$ cat config.mk
export PLATFORM = sky130hd
export DESIGN_NAME = pwm_ramp_seq
export DESIGN_NICKNAME = d
export VERILOG_FILES = /design/src/rtl/pwm_ramp_seq.sv
export SDC_FILE = /design/constraint.sdc
export NUM_CORES = 1
export LEC_CHECK = 0
export BUFFER_PORTS_ARGS = -buffer_cell sky130_fd_sc_hd__clkbuf_2
export CELL_PAD_IN_SITES_DETAIL_PLACEMENT = 0
export CELL_PAD_IN_SITES_GLOBAL_PLACEMENT = 1
export CORE_ASPECT_RATIO = 1.25
export CORE_MARGIN = 2
export CORE_UTILIZATION = 44
export DETAILED_ROUTE_END_ITERATION = 6
export PLACE_DENSITY_LB_ADDON = 0.12
export SLEW_MARGIN = 20
export SYNTH_ARGS = -nofsm -noshare
export SYNTH_HDL_FRONTEND = slang
export SYNTH_SLANG_ARGS = --single-unit
$ cat constraint.sdc
create_clock -name clk -period 4.5 [get_ports clk]
set_input_delay 0.675 -clock clk [delete_from_list [all_inputs] [get_ports clk]]
set_output_delay 0.675 -clock clk [all_outputs]
set_load 0.03 [all_outputs]
$ cat src/rtl/pwm_ramp_seq.sv
// Duty-cycle ramp sequencer: steps compare1 through the regs byte bus, yielding to instr_dcd.
// Optional macro PWM_RAMP_LOOP_EN turns the one-shot ramp into a continuous back-and-forth sweep.
module pwm_ramp_seq #(
  parameter logic [5:0] CMP1_ADDR_L = 6'h06
) (
  input  logic        clk,
  input  logic        rst_n,
  input  logic        dcd_read,
  input  logic        dcd_write,
  input  logic [5:0]  dcd_addr,
  input  logic [7:0]  dcd_data_write,
  output logic        reg_read,
  output logic        reg_write,
  output logic [5:0]  reg_addr,
  output logic [7:0]  reg_data_write,
  input  logic [15:0] count_val,
  input  logic        en,
  input  logic        seq_start,
  input  logic        seq_stop,
  input  logic [15:0] ramp_start,
  input  logic [15:0] ramp_end,
  input  logic [15:0] ramp_step,
  input  logic [7:0]  periods_per_step,
  output logic        busy,
  output logic        done
);

  localparam logic [1:0] ST_IDLE = 2'd0;
  localparam logic [1:0] ST_WR_L = 2'd1;
  localparam logic [1:0] ST_WR_H = 2'd2;
  localparam logic [1:0] ST_WAIT = 2'd3;

  logic [1:0]  state_q, state_d;
  logic [15:0] cur_q, cur_d;
  logic [15:0] end_q, end_d;
  logic [15:0] step_q, step_d;
  logic [7:0]  pps_q, pps_d;
  logic [7:0]  wrap_cnt_q, wrap_cnt_d;
  logic        dir_q, dir_d;
  logic        stop_pend_q, stop_pend_d;
  logic        done_q, done_d;
  logic [15:0] count_val_q, count_val_d;
`ifdef PWM_RAMP_LOOP_EN
  logic [15:0] start_q, start_d;
`endif

  logic        dcd_busy;
  logic        seq_req;
  logic        grant;
  logic        tick;
  logic        stop_now;
  logic [5:0]  seq_addr;
  logic [7:0]  seq_data;
  logic [16:0] sum;
  logic [16:0] diff;
  logic [15:0] next_val;
  logic [8:0]  wrap_inc;

  assign dcd_busy = dcd_read | dcd_write;
  assign seq_req  = (state_q == ST_WR_L) || (state_q == ST_WR_H);
  assign grant    = seq_req & ~dcd_busy;
  assign tick     = en && (count_val == 16'd0) && (count_val_q != 16'd0);
  assign stop_now = stop_pend_q | seq_stop;
  assign wrap_inc = {1'b0, wrap_cnt_q} + 9'd1;
  assign busy     = (state_q != ST_IDLE);
  assign done     = done_q;

  // SPI owns the bus whenever it is active; the sequencer only drives it in the gaps.
  always_comb begin
    seq_addr       = (state_q == ST_WR_H) ? (CMP1_ADDR_L + 6'd1) : CMP1_ADDR_L;
    seq_data       = (state_q == ST_WR_H) ? cur_q[15:8] : cur_q[7:0];
    reg_read       = dcd_read;
    reg_write      = dcd_write;
    reg_addr       = dcd_addr;
    reg_data_write = dcd_data_write;
    if (!dcd_busy && seq_req) begin
      reg_read       = 1'b0;
      reg_write      = 1'b1;
      reg_addr       = seq_addr;
      reg_data_write = seq_data;
    end
  end

  // The 17th bit catches wrap past 0x0000/0xFFFF so the clamp also covers overflow.
  always_comb begin
    sum  = {1'b0, cur_q} + {1'b0, step_q};
    diff = {1'b0, cur_q} - {1'b0, step_q};
    if (dir_q) begin
      next_val = (sum[16] || (sum[15:0] > end_q)) ? end_q : sum[15:0];
    end else begin
      next_val = (diff[16] || (diff[15:0] < end_q)) ? end_q : diff[15:0];
    end
  end

  always_comb begin
    state_d     = state_q;
    cur_d       = cur_q;
    end_d       = end_q;
    step_d      = step_q;
    pps_d       = pps_q;
    wrap_cnt_d  = wrap_cnt_q;
    dir_d       = dir_q;
    stop_pend_d = stop_pend_q;
    done_d      = 1'b0;
    count_val_d = count_val;
`ifdef PWM_RAMP_LOOP_EN
    start_d     = start_q;
`endif
    case (state_q)
      ST_IDLE: begin
        if (seq_start && !seq_stop) begin
          cur_d       = ramp_start;
          end_d       = ramp_end;
          step_d      = (ramp_step == 16'd0) ? 16'd1 : ramp_step;
          pps_d       = (periods_per_step == 8'd0) ? 8'd1 : periods_per_step;
          dir_d       = (ramp_end >= ramp_start);
          wrap_cnt_d  = 8'd0;
          stop_pend_d = 1'b0;
`ifdef PWM_RAMP_LOOP_EN
          start_d     = ramp_start;
`endif
          state_d     = ST_WR_L;
        end
      end
      ST_WR_L: begin
        if (seq_stop) stop_pend_d = 1'b1;
        if (grant) state_d = ST_WR_H;
      end
      ST_WR_H: begin
        if (seq_stop) stop_pend_d = 1'b1;
        // An abort is only honoured here, once the MSB lands, so compare1 is never torn.
        if (grant) begin
          if (stop_now) begin
            stop_pend_d = 1'b0;
            state_d     = ST_IDLE;
          end else if (cur_q == end_q) begin
            done_d = 1'b1;
`ifdef PWM_RAMP_LOOP_EN
            start_d    = end_q;
            end_d      = start_q;
            dir_d      = ~dir_q;
            wrap_cnt_d = 8'd0;
            state_d    = ST_WAIT;
`else
            state_d    = ST_IDLE;
`endif
          end else begin
            wrap_cnt_d = 8'd0;
            state_d    = ST_WAIT;
          end
        end
      end
      ST_WAIT: begin
        if (seq_stop) begin
          state_d = ST_IDLE;
        end else if (tick) begin
          wrap_cnt_d = wrap_inc[7:0];
          if (wrap_inc >= {1'b0, pps_q}) begin
            cur_d   = next_val;
            state_d = ST_WR_L;
          end
        end
      end
      default: state_d = ST_IDLE;
    endcase
  end

  always_ff @(posedge clk or negedge rst_n) begin
    if (!rst_n) begin
      state_q     <= ST_IDLE;
      cur_q       <= 16'd0;
      end_q       <= 16'd0;
      step_q      <= 16'd1;
      pps_q       <= 8'd1;
      wrap_cnt_q  <= 8'd0;
      dir_q       <= 1'b1;
      stop_pend_q <= 1'b0;
      done_q      <= 1'b0;
      count_val_q <= 16'd0;
`ifdef PWM_RAMP_LOOP_EN
      start_q     <= 16'd0;
`endif
    end else begin
      state_q     <= state_d;
      cur_q       <= cur_d;
      end_q       <= end_d;
      step_q      <= step_d;
      pps_q       <= pps_d;
      wrap_cnt_q  <= wrap_cnt_d;
      dir_q       <= dir_d;
      stop_pend_q <= stop_pend_d;
      done_q      <= done_d;
      count_val_q <= count_val_d;
`ifdef PWM_RAMP_LOOP_EN
      start_q     <= start_d;
`endif
    end
  end

endmodule

## Word-level counts from Yosys, hierarchy flattened

Index checks and enable logic that the tools add are counted.

- Output and inout bits: 18
- Memory bits (read-only): 0
- Bits in registers: 85
- Input bits: 93
- Memory bits (writable): 0
- Latch bits: 0
- Memories: 0
- Logic and storage cells: 99

- Magnitude comparators: 4
- $mul: 0
- Muxes and demuxes: 41
- Add/subtract/negate cells: 3
- Bitwise operators: 4
- Equal/unequal tests: 14
- Reduce and logical (&&, ||, !) cells: 23
- Shift-type cells: 0
- Div/mod/pow operators: 0

Operator list:

| operator | count |
|---|---|
| $mux W16 | 8 |
| $mux W8 | 9 |
| $logic_not A16 Y1 | 2 |
| $pmux W16 S2 | 1 |
| $pmux W8 S3 | 1 |
| $add A16 B16 Y17 | 1 |
| $sub A16 B16 Y17 | 1 |
| $eq A16 B16 Y1 | 1 |
| $ge A16 B16 Y1 | 1 |
| $gt A16 B16 Y1 | 1 |
| $lt A16 B16 Y1 | 1 |
| $mux W2 | 8 |
| $ne A2 B2 Y1 const B | 8 |
| $reduce_bool A16 Y1 | 1 |
| $mux W1 | 11 |
| $reduce_and A5 Y1 | 2 |
| $add A8 B1 Y9 const B | 1 |
| $ge A9 B8 Y1 | 1 |
| $logic_not A8 Y1 | 1 |
| $pmux W2 S4 | 1 |
| $reduce_and A7 Y1 | 1 |
| $mux W6 | 1 |
| $ne A3 B3 Y1 const B | 2 |
| $reduce_bool A3 Y1 | 2 |
| 12 further kinds | 22 |

## Longest topological paths before layout

Gate-level depths: netlist of the first run.

- Depth after elaboration: 9
- Gate-level depth with buffers: 21
- Gate-level depth less buffers: 19

## Worst setup path before layout of the first run

No wires, ideal clock.

- Path kind: register to register
- Start point: reg cur_q[0]
- End point: reg cur_q[14]
- Arrival time: 3.831 ns
- Period minus slack after synthesis: 3.957 ns
- Data required time: 4.374 ns
- Setup slack: 0.543 ns
- Path buffers: 1
- Stages on the path, launching flop included: 21
- Library setup time: 0.126 ns
- Path through: dfrtp_1 > ha_1 > fa_1 > nor2b_1 > o21ai_1 > a21oi_1 > o41ai_2 > o21bai_1 > a21oi_1 > xnor2_1 > ha_1 > nand4_1 > nor3_1 > a21boi_0 > o41ai_1 > o2111ai_1 > nor2_1 > buf_2 > nor2_4 > a221oi_2 > a21oi_1

- Word-level cells in the longest chain between the ends: 9
- Elaborated cells on any way between the ends: 13
- Those cells by class: add/sub (2); order compare (2); mux (7); reduce/logical (2)

RTL lines:

| element | RTL line | text |
|---|---|---|
| from (decl) | 34 | `logic [15:0] cur_q, cur_d;` |
| from (signal assigned) | 185 | `cur_q <= cur_d;` |
| $sub A16 B16 Y17 / $add A16 B16 Y17 (equally long branches) | 87, 86 |  |
| $lt A16 B16 Y1 / $gt A16 B16 Y1 (equally long branches) | 91, 89 |  |
| $logic_or A1 B1 Y1, on equally long branches | 91, 89 |  |
| $mux W16, on equally long branches | 91, 89 |  |
| $mux W16 (*) | 88 | `if (dir_q) begin` |
| $mux W16 (*) | 158 | `if (wrap_inc >= {1'b0, pps_q}) begin` |
| $mux W16 (*) | 156 | `end else if (tick) begin` |
| $mux W16 (*) | 154 | `if (seq_stop) begin` |
| $pmux W16 S2 (*) | 109 | `case (state_q)` |

Mark *: on every way between the ends. The rest lies on a longest branch, timed or not. The select of a mux whose other input is x is not followed.
A chain may end at the register's enable or synchronous reset.

## Final worst setup path of the first run

- Start point: reg cur_q[0]
- End point: reg cur_q[5]

Same word-level chain as after synthesis.

==> key figures, run 1 <==
Synth
  – Post-Synthesis Cell Area: 7200 µm²
  – Register bit total from synthesis: 85
  – Syn Inst Count: 811
  – Area fraction of the dominant cell type after synthesis: 0.285
  – Syn nets: 999
  – Largest cells by area after synthesis: dfrtp_1, ha_1, mux2_2
  – Ys async rst share: 1.00
  – Number of enable flip-flop cells after synthesis: 0
  – Synth area leader: dfrtp_1
  – Seq/Total Area, Yosys: 0.296
  – Synth cell types: 71
  – Avg Cell Area, Syn: 8.87 µm²
  – Main synth FF type: dfrtp_1
  – Yosys warns: 0

Run
  – Number of max-cap violations: 0

Floorplanning
  – # rows: 52
  – Number of placed I/O pins: 111
  – Core Region: 16,100 µm²
  – Die Area: 17,400 µm²
  – DIE WIDTH: 118 µm
  – Initial core utilization: 0.446
  – Die Y: 147 µm

Clock tree
  – Clock Latency Late Sink: 360 ps
  – CTS max path bufs: 2
  – CTS sink cnt: 85
  – CTS hold repair buffers: 0
  – CTS Buf Count: 9
  – Clock transition at path regs: 70 ps
  – H-tree depth: 3
  – Root buffer cell: clkbuf_16
  – Clock tree from TritonCTS: yes

Place
  – Placed cell area: 8040 µm²
  – Placer congestion estimate: 0.953
  – DP HPWL: 17,400 µm
  – Worst slack, placed: 83.6 ps
  – Number of buffers added on ports: 110

Timing
  – Clock skew: 10.4 ps
  – Max-slew violations: 0
  – Setup-failing EPs final: 0
  – Worst rel slew slack: 0.459
  – Hold Fails Final Rpt: 0
  – Worst-Margin Slew: 812 ps
  – Fin crit share: 0.976
  – Final worst slack: 109 ps
  – Minimum clock period: 4390 ps
  – Fmax achieved: 0.228 GHz

Worst hold path
  – Min-Delay Path Class: input pin to asynchronous set/reset pin

Global route
  – Global route overflow: 0
  – Initial antenna violation count: 0
  – Largest net degree at the start of global routing: 61
  – Number of global-route vias before repair: 6,599
  – Overall routing resource usage: 0.249
  – Global-route wire length before repair: 34,000 µm

Critical path
  – CP arrival: 4620 ps
  – Max Fanout on Critical Path: 6
  – Req. time, crit path: 4730 ps
  – Setup CP Type: register to register
  – Startpoint type of the worst setup path: register
  – CP Capture Type: register

Cells and area
  – Share of cells above drive strength 1: 0.280
  – Synth-to-layout area growth: 20.4%
  – Commonest cells after routing, fill and taps aside: clkbuf_2, ha_1, dfrtp_1, inv_1
  – Leading cell type in the layout, fill and taps excluded: clkbuf_2
  – Fin area: 8660 µm²
  – Fill count: 1,548
  – Final #Nets: 1,130
  – N_diodes: 0

Drt
  – # DRC: 0
  – Number of DRC markers in iteration 0: 354
  – Final WL: 21,400 µm
  – Drt via density: 5.57
  – DR vias: 6,478
  – Detailed-route wire length per cell: 18.4 µm
  – DRT Pass-1 Iters: 6
  – Routed Antenna Nets: 0

Status
  – Status: complete, no violations
-- routing by layer --
metal / track usage / wire length (µm) / up-vias
met5: 0 / 0 / -
met4: 0.105 / 784 / 0
met2: 0.447 / 10900 / 180
li1: - / - / 3115
met3: 0.0299 / 981 / 37
met1: 0.299 / 8730 / 3146
-- repair_timing --
| item | CTS | global route |
|---|---|---|
| setup buffers | 0 | 17 |
| resized for setup | 0 | 34 |
| setup endpoints to repair | 0 | 16 |
-- layout make-up --
class,instances,area (µm²),share of cell area
clock buffer,9,225,0.0260
clock inverter,7,105,0.0121
tap,216,270,0.0312
inverter,76,285,0.0329
timing repair buffer,151,886,0.102
sequential,85,2130,0.246
multi-input combinational,619,4760,0.549
-- cells in the mapped netlist (all sizes together) (5+ instances only) --
library cell / n
mux2i: 14
nand4: 12
nor2b: 13
xnor2: 23
nor2: 72
a221oi: 9
inv: 76
o21ai: 50
a211oi: 5
dfrtp: 82
mux2: 39
o41ai: 5
nor3: 14
a21o: 16
nor4: 16
a31oi: 7
nand3: 12
or2: 5
a21oi: 58
o31ai: 6
xor2: 26
nand2: 68
buf: 18
ha: 93
nand2b: 7
clkbuf: 13
-- final timing paths --
path / start / to / slack [ps] / cells after the start
worst min register to register: stop_pend_q / stop_pend_q / 490 / 2
worst max register to register: cur_q[0] / cur_q[5] / 110 / 20
worst max-delay path: cur_q[0] / cur_q[5] / 110 / 20
min in group clk: count_val[1] / count_val_q[1] / 440 / 1
max in group asynchronous: rst_n / dir_q / 3170 / 2
worst min-delay path: rst_n / count_val_q[8] / 410 / 1
-- sequential cells by signal (all words and copies together) (netlist names) --
name,cells
end_q,16
cur_q,16
done,1
state_q,2
step_q,16
stop_pend_q,1
count_val_q,16
dir_q,1
pps_q,8
wrap_cnt_q,8
-- logic make-up (layout without fill, tap and decap cells) --
group	after synthesis	count (layout)	synth area share
compound gates	190	190	0.178
buf+inv	107	243	0.0628
fa+ha+maj	95	95	0.167
simple gates	232	232	0.156
flops	85	85	0.296
mux	53	53	0.0805
xor+xnor	49	49	0.0596
-- through the flow --
stage	std cells	TNS, ps	hold WS [ps]	util
floorplan	811	0	379	-
detailed placement	1130	0	473	0.498
finish	1163	0	412	0.537
CTS	1146	0	433	0.519
global route	1163	-82.7	437	0.537
global placement	1130	0	471	0.498
-- critical path, stage by stage (launching register included) --
cell and delay (ps):
dfrtp_1 410, ha_4 170, fa_2 350, nor2b_2 180
o21ai_2 240, a21oi_2 100, o41ai_2 350, o21bai_1 150
a21oi_2 200, xnor2_2 100, ha_1 300, nand4_1 130
nor3_2 210, a21boi_0 230, o41ai_1 110, o2111ai_1 150
nor2_1 120, buf_4 180, buf_4 140, a221oi_1 330
a21oi_1 120
Power of run 1 is not shown: default switching activity piles up to over one toggle a cycle in this logic, so the estimate is an artifact.
==> run 2, diff against run 1 <==
--- a/config.mk
+++ b/config.mk
@@ -14,2 +14,3 @@
 export DETAILED_ROUTE_END_ITERATION = 6
+export GPL_ROUTABILITY_DRIVEN = 0
 export PLACE_DENSITY_LB_ADDON = 0.12
--- a/constraint.sdc
+++ b/constraint.sdc
@@ -3,2 +3,2 @@
 set_output_delay 0.675 -clock clk [all_outputs]
-set_load 0.03 [all_outputs]
+set_load 0.1 [all_outputs]
==> run 2 against run 1 <==
Effect of this change: routed wire length is 1.0% lower; clock skew hardly changed; final area is 0.85% lower; flip-flop and latch count stayed put; critical path depth stayed put; non-clock buffer count is 2 lower; worst hold slack worse by 9.7 ps; worst setup slack worse by 77 ps; core utilization is 0.46 points lower; maximum frequency is 1.7% lower.
==> key figures, run 2 (synthesis gave the netlist of run 1 again) <==
Timing
  – Fin crit share: 0.993
  – Minimum clock period: 4470 ps
  – Fmax achieved: 0.224 GHz
  – Worst rel slew slack: 0.469
  – Setup-failing EPs final: 0
  – Max-slew violations: 0
  – Clock skew: 10.2 ps
  – RSZ-0062 raised after global routing: true
  – Worst-Margin Slew: 796 ps
  – Hold Fails Final Rpt: 0

Worst hold path
  – Min-Delay Path Class: input pin to asynchronous set/reset pin

Cells and area
  – Fill count: 1,585
  – Leading cell type in the layout, fill and taps excluded: clkbuf_2
  – Footprint of the multi-input gates: 4720 µm²
  – Synth-to-layout area growth: 19.4%
  – Fin area: 8590 µm²
  – Register area: 2130 µm²
  – N_diodes: 0
  – Share of cells above drive strength 1: 0.269
  – Final #Nets: 1,128
  – Commonest cells after routing, fill and taps aside: clkbuf_2, ha_1, dfrtp_1, inv_1, nor2_1

Clock tree
  – Clock tree from TritonCTS: yes
  – CTS Buf Count: 9
  – Root buffer cell: clkbuf_16
  – CTS hold repair buffers: 0
  – CTS sink cnt: 85
  – Clock Latency Late Sink: 360 ps
  – Clock transition at path regs: 70 ps
  – H-tree depth: 3
  – CTS max path bufs: 2

Global route
  – Overall routing resource usage: 0.246
  – Global-route wire length before repair: 33,600 µm
  – Number of global-route vias before repair: 6,481
  – Initial antenna violation count: 0
  – Global route overflow: 0
  – Largest net degree at the start of global routing: 61

Floorplanning
  – Die Area: 17,400 µm²
  – Initial core utilization: 0.446
  – # rows: 52
  – Number of placed I/O pins: 111
  – Core Region: 16,100 µm²
  – DIE WIDTH: 118 µm
  – Die Y: 147 µm

Drt
  – # DRC: 0
  – Routed Antenna Nets: 0
  – Detailed-route wire length per cell: 18.2 µm
  – Drt via density: 5.46
  – DR vias: 6,339
  – DRT Pass-1 Iters: 5
  – Final WL: 21,200 µm
  – Number of DRC markers in iteration 0: 418

Critical path
  – Req. time, crit path: 4730 ps
  – Number of cells on the worst reg-to-reg path: 20
  – CP arrival: 4690 ps
  – Max stage delay on crit path: 380 ps
  – CP max-delay cell: dfstp_2
  – Startpoint type of the worst setup path: register
  – Setup CP Type: register to register
  – Flop2flop setup slack: 30 ps
  – Max Fanout on Critical Path: 6
  – Crit path cell chain: ha_2 > fa_2 > nor2b_2 > o21ai_2 > a21oi_2 > o41ai_2 > o21bai_1 > a21oi_2 > xnor2_2 > ha_1 > nand4_1 > nor3_2 > a21boi_1 > o41ai_2 > o2111ai_1 > nor2_1 > buf_4 > buf_12 > a221oi_1 > a21oi_1
  – CP Capture Type: register

Place
  – Placed cell area: 8040 µm²
  – Number of buffers added on ports: 110
  – DP HPWL: 17,000 µm

Run
  – Number of max-cap violations: 0

Status
  – Status: complete, no violations
run 2: worst paths after layout:
path / from / end
max: step_q[0] / cur_q[6]
min: rst_n / count_val_q[7]
max reg2reg: step_q[0] / cur_q[6]
min reg2reg: pps_q[0] / pps_q[0]
max in group asynchronous: rst_n / dir_q
min in group clk: count_val[2] / count_val_q[2]
run 2: timing repair:
action	in CTS	in global routing
buffers inserted	0	15
resized for setup	0	22
setup endpoints to repair	0	16
run 2: critical path: cells and delay by family (launching register included):
kind,cells,cell delay [ps]
AOI/OAI and AO/OA,10,2000
xor gates and xnor gates,1,100
adders and majority gates,3,870
buffers and inverters,2,300
DFF,1,380
and+or+nand+nor,4,680
run 2: per-stage QoR:
stage	std cells	util	setup TNS, ps	worst slack, ps	hold WS, ps
2_1_floorplan	811	-	0	543	379
3_3_place_gp	1130	0.498	0	165	474
3_5_place_dp	1130	0.498	0	46.4	470
4_1_cts	1146	0.517	0	28.2	425
5_1_grt	1161	0.532	-506	-91.5	431
6_report	1161	0.532	0	32.7	402
run 2: cell type report:
type,instances,share of cell area
Multi-Input combinational cell,619,0.549
Tap cell,216,0.0315
Timing Repair Buffer,149,0.101
Clock buffer,9,0.0262
Clock inverter,7,0.0101
Inverter,76,0.0332
Sequential cell,85,0.248
run 2: layer usage:
layer,vias up,global-route usage,part of all wire
met1,3033,0.299,0.42
met4,0,0.0917,0.031
li1,3108,-,-
met2,164,0.442,0.51
met5,-,0,0
met3,34,0.0334,0.038
Power of run 2 is left out for the same reason.
==> run 3, diff against run 2 <==
ABC_AREA = 0   (was default)
BUFFER_PORTS_ARGS = default   (was -buffer_cell sky130_fd_sc_hd__clkbuf_2)
CORE_UTILIZATION = 49   (was 44)
DONT_BUFFER_PORTS = 1   (was default)
PLACE_DENSITY_LB_ADDON = 0.25   (was 0.12)
==> run 3 against run 2 <==
Effect of this change: global-route usage is 1.3 points higher; sequential share of layout area is 2.0 points higher; clock skew is 1.9 ps lower; worst setup slack better by 130 ps; critical path depth stayed put; worst hold slack worse by 390 ps.
==> key figures, run 3 (synthesis gave the netlist of run 1 again) <==
Status
  – Status: complete, no violations

Clock tree
  – Clock tree from TritonCTS: yes
  – Clock Latency Late Sink: 350 ps
  – CTS max path bufs: 2
  – Root buffer cell: clkbuf_16
  – H-tree depth: 3
  – CTS Buf Count: 9
  – Clock transition at path regs: 70 ps
  – CTS sink cnt: 85

Global route
  – Overall routing resource usage: 0.259
  – Number of global-route vias before repair: 6,250
  – Global route overflow: 0
  – Largest net degree at the start of global routing: 86
  – Initial antenna violation count: 0
  – Global-route wire length before repair: 31,900 µm

Drt
  – DR vias: 6,020
  – Drt via density: 5.98
  – Final WL: 20,100 µm
  – Detailed-route wire length per cell: 20.0 µm
  – Number of DRC markers in iteration 0: 277
  – # DRC: 0
  – Routed Antenna Nets: 0
  – DRT Pass-1 Iters: 6

Timing
  – Fmax achieved: 0.231 GHz
  – Clock skew: 8.28 ps
  – Total negative slack: 0 ps
  – Worst rel slew slack: 0.284
  – Hold Fails Final Rpt: 0
  – Worst-Margin Slew: 1070 ps
  – Minimum clock period: 4340 ps
  – Fin crit share: 0.964
  – Max-slew violations: 0
  – Setup-failing EPs final: 0

Floorplanning
  – Die Area: 15,700 µm²
  – Initial core utilization: 0.502
  – Number of placed I/O pins: 111
  – Core Region: 14,300 µm²
  – Die Y: 139 µm
  – # rows: 49
  – DIE WIDTH: 112 µm

Critical path
  – Setup crit start: cur_q[2]
  – Logic depth of the worst path, buffers included: 20
  – Crit path max-delay family: compound AO/OA/AOI/OAI gates
  – Setup CP Type: register to register
  – Worst r2r src: cur_q[2]
  – CP Capture Type: register
  – CP max-delay cell: dfrtp_2
  – Startpoint type of the worst setup path: register
  – Number of cells on the worst reg-to-reg path: 20
  – CP arrival: 4560 ps
  – Req. time, crit path: 4720 ps
  – Max stage delay on crit path: 450 ps
  – Buf+Inv Stages, Crit Path: 3
  – Flop2flop setup slack: 160 ps
  – Max Fanout on Critical Path: 6
  – R2R Path End: cur_q[4]
  – Crit path cell chain: ha_1 > or2_1 > o211ai_1 > a32oi_2 > buf_4 > a21oi_1 > nor2_1 > nor2_1 > xnor2_2 > ha_1 > nand4_1 > nor3_2 > a21boi_0 > o41ai_1 > o2111ai_1 > nor2_1 > buf_4 > buf_4 > a221oi_1 > a21oi_1
  – Crit path capture: cur_q[4]

Run
  – Number of max-cap violations: 0

Place
  – Number of buffers added on ports: 0
  – DP Cell Count: 981
  – Placed cell area: 7470 µm²
  – DP HPWL: 15,900 µm

Cells and area
  – Final core occ: 0.555
  – Share of cells above drive strength 1: 0.181
  – Fin area: 7970 µm²
  – Final #Nets: 1,012
  – Synth-to-layout area growth: 10.7%
  – Footprint of the multi-input gates: 4750 µm²
  – Commonest cells after routing, fill and taps aside: ha_1, dfrtp_1, inv_1, nor2_1, nand2_1
  – Register area: 2140 µm²
  – Fill count: 1,357
  – N_diodes: 0
  – Leading cell type in the layout, fill and taps excluded: ha_1
  – Finished Layout Cells: 1,007

Worst hold path
  – Min-Delay Path Class: input pin to asynchronous set/reset pin
==> run 3: changes by cell type in the layout (fill, tap and decap cells not counted), sizes merged <==
cell	delta
buf	-8
bufinv	+1
clkbuf	-108
clkinv	+1
dlygate4sd3	+1
inv	-3
==> run 3: per-layer routing <==
metal	GRT usage	wire length (µm)	vias to the layer above	share of wire
li1	-	-	2878	-
met5	0	0	-	0
met2	0.446	10000	181	0.50
met3	0.0523	1050	50	0.052
met1	0.303	8040	2911	0.40
met4	0.135	1010	0	0.050
==> run 3: final cells by class <==
cell class,instances,share of cell area
timing repair buffer,33,0.0314
multi-input combinational,619,0.596
clock buffer,10,0.0287
tap,178,0.0280
inverter,76,0.0358
sequential,85,0.268
clock inverter,6,0.0118
==> run 3: timing repair <==
action                     in CTS  in global routing
gates resized for setup         3                 22
hold buffers                    0                  1
hold endpoints to repair        0                 10
pin swaps                       6                 13
buffers inserted                2                  7
setup endpoints to repair       1                 16
cloned                          0                  0
==> run 3: worst register-to-register path: stages (launching register included) <==
cell and delay, ps:
dfrtp_2 450, ha_1 260, or2_1 240, o211ai_1 270, a32oi_2 200, buf_4 180, a21oi_1 150, nor2_1 50
nor2_1 170, xnor2_2 120, ha_1 320, nand4_1 140, nor3_2 270, a21boi_0 280, o41ai_1 120, o2111ai_1 120
nor2_1 120, buf_4 160, buf_4 150, a221oi_1 330, a21oi_1 110
==> run 3: through the flow <==
step | setup WS (ps) | hold WS, ps
floorplan | 543 | 379
global placement | 225 | 381
detailed placement | 17.0 | 380
CTS | 10.7 | 3.97
global route | -62.0 | 0.111
finish | 162 | 11.5
==> run 3: how the worst min path moves through the flow <==
stage,to,cells after the start,slack (ps),start
floorplan,count_val_q[0],0,380,rst_n
global placement,count_val_q[4],0,380,rst_n
detailed placement,count_val_q[10],0,380,rst_n
CTS,step_q[1],0,4,rst_n
global route,step_q[1],0,0.1,rst_n
finish,step_q[1],0,10,rst_n
Power of run 3 is left out for the same reason.
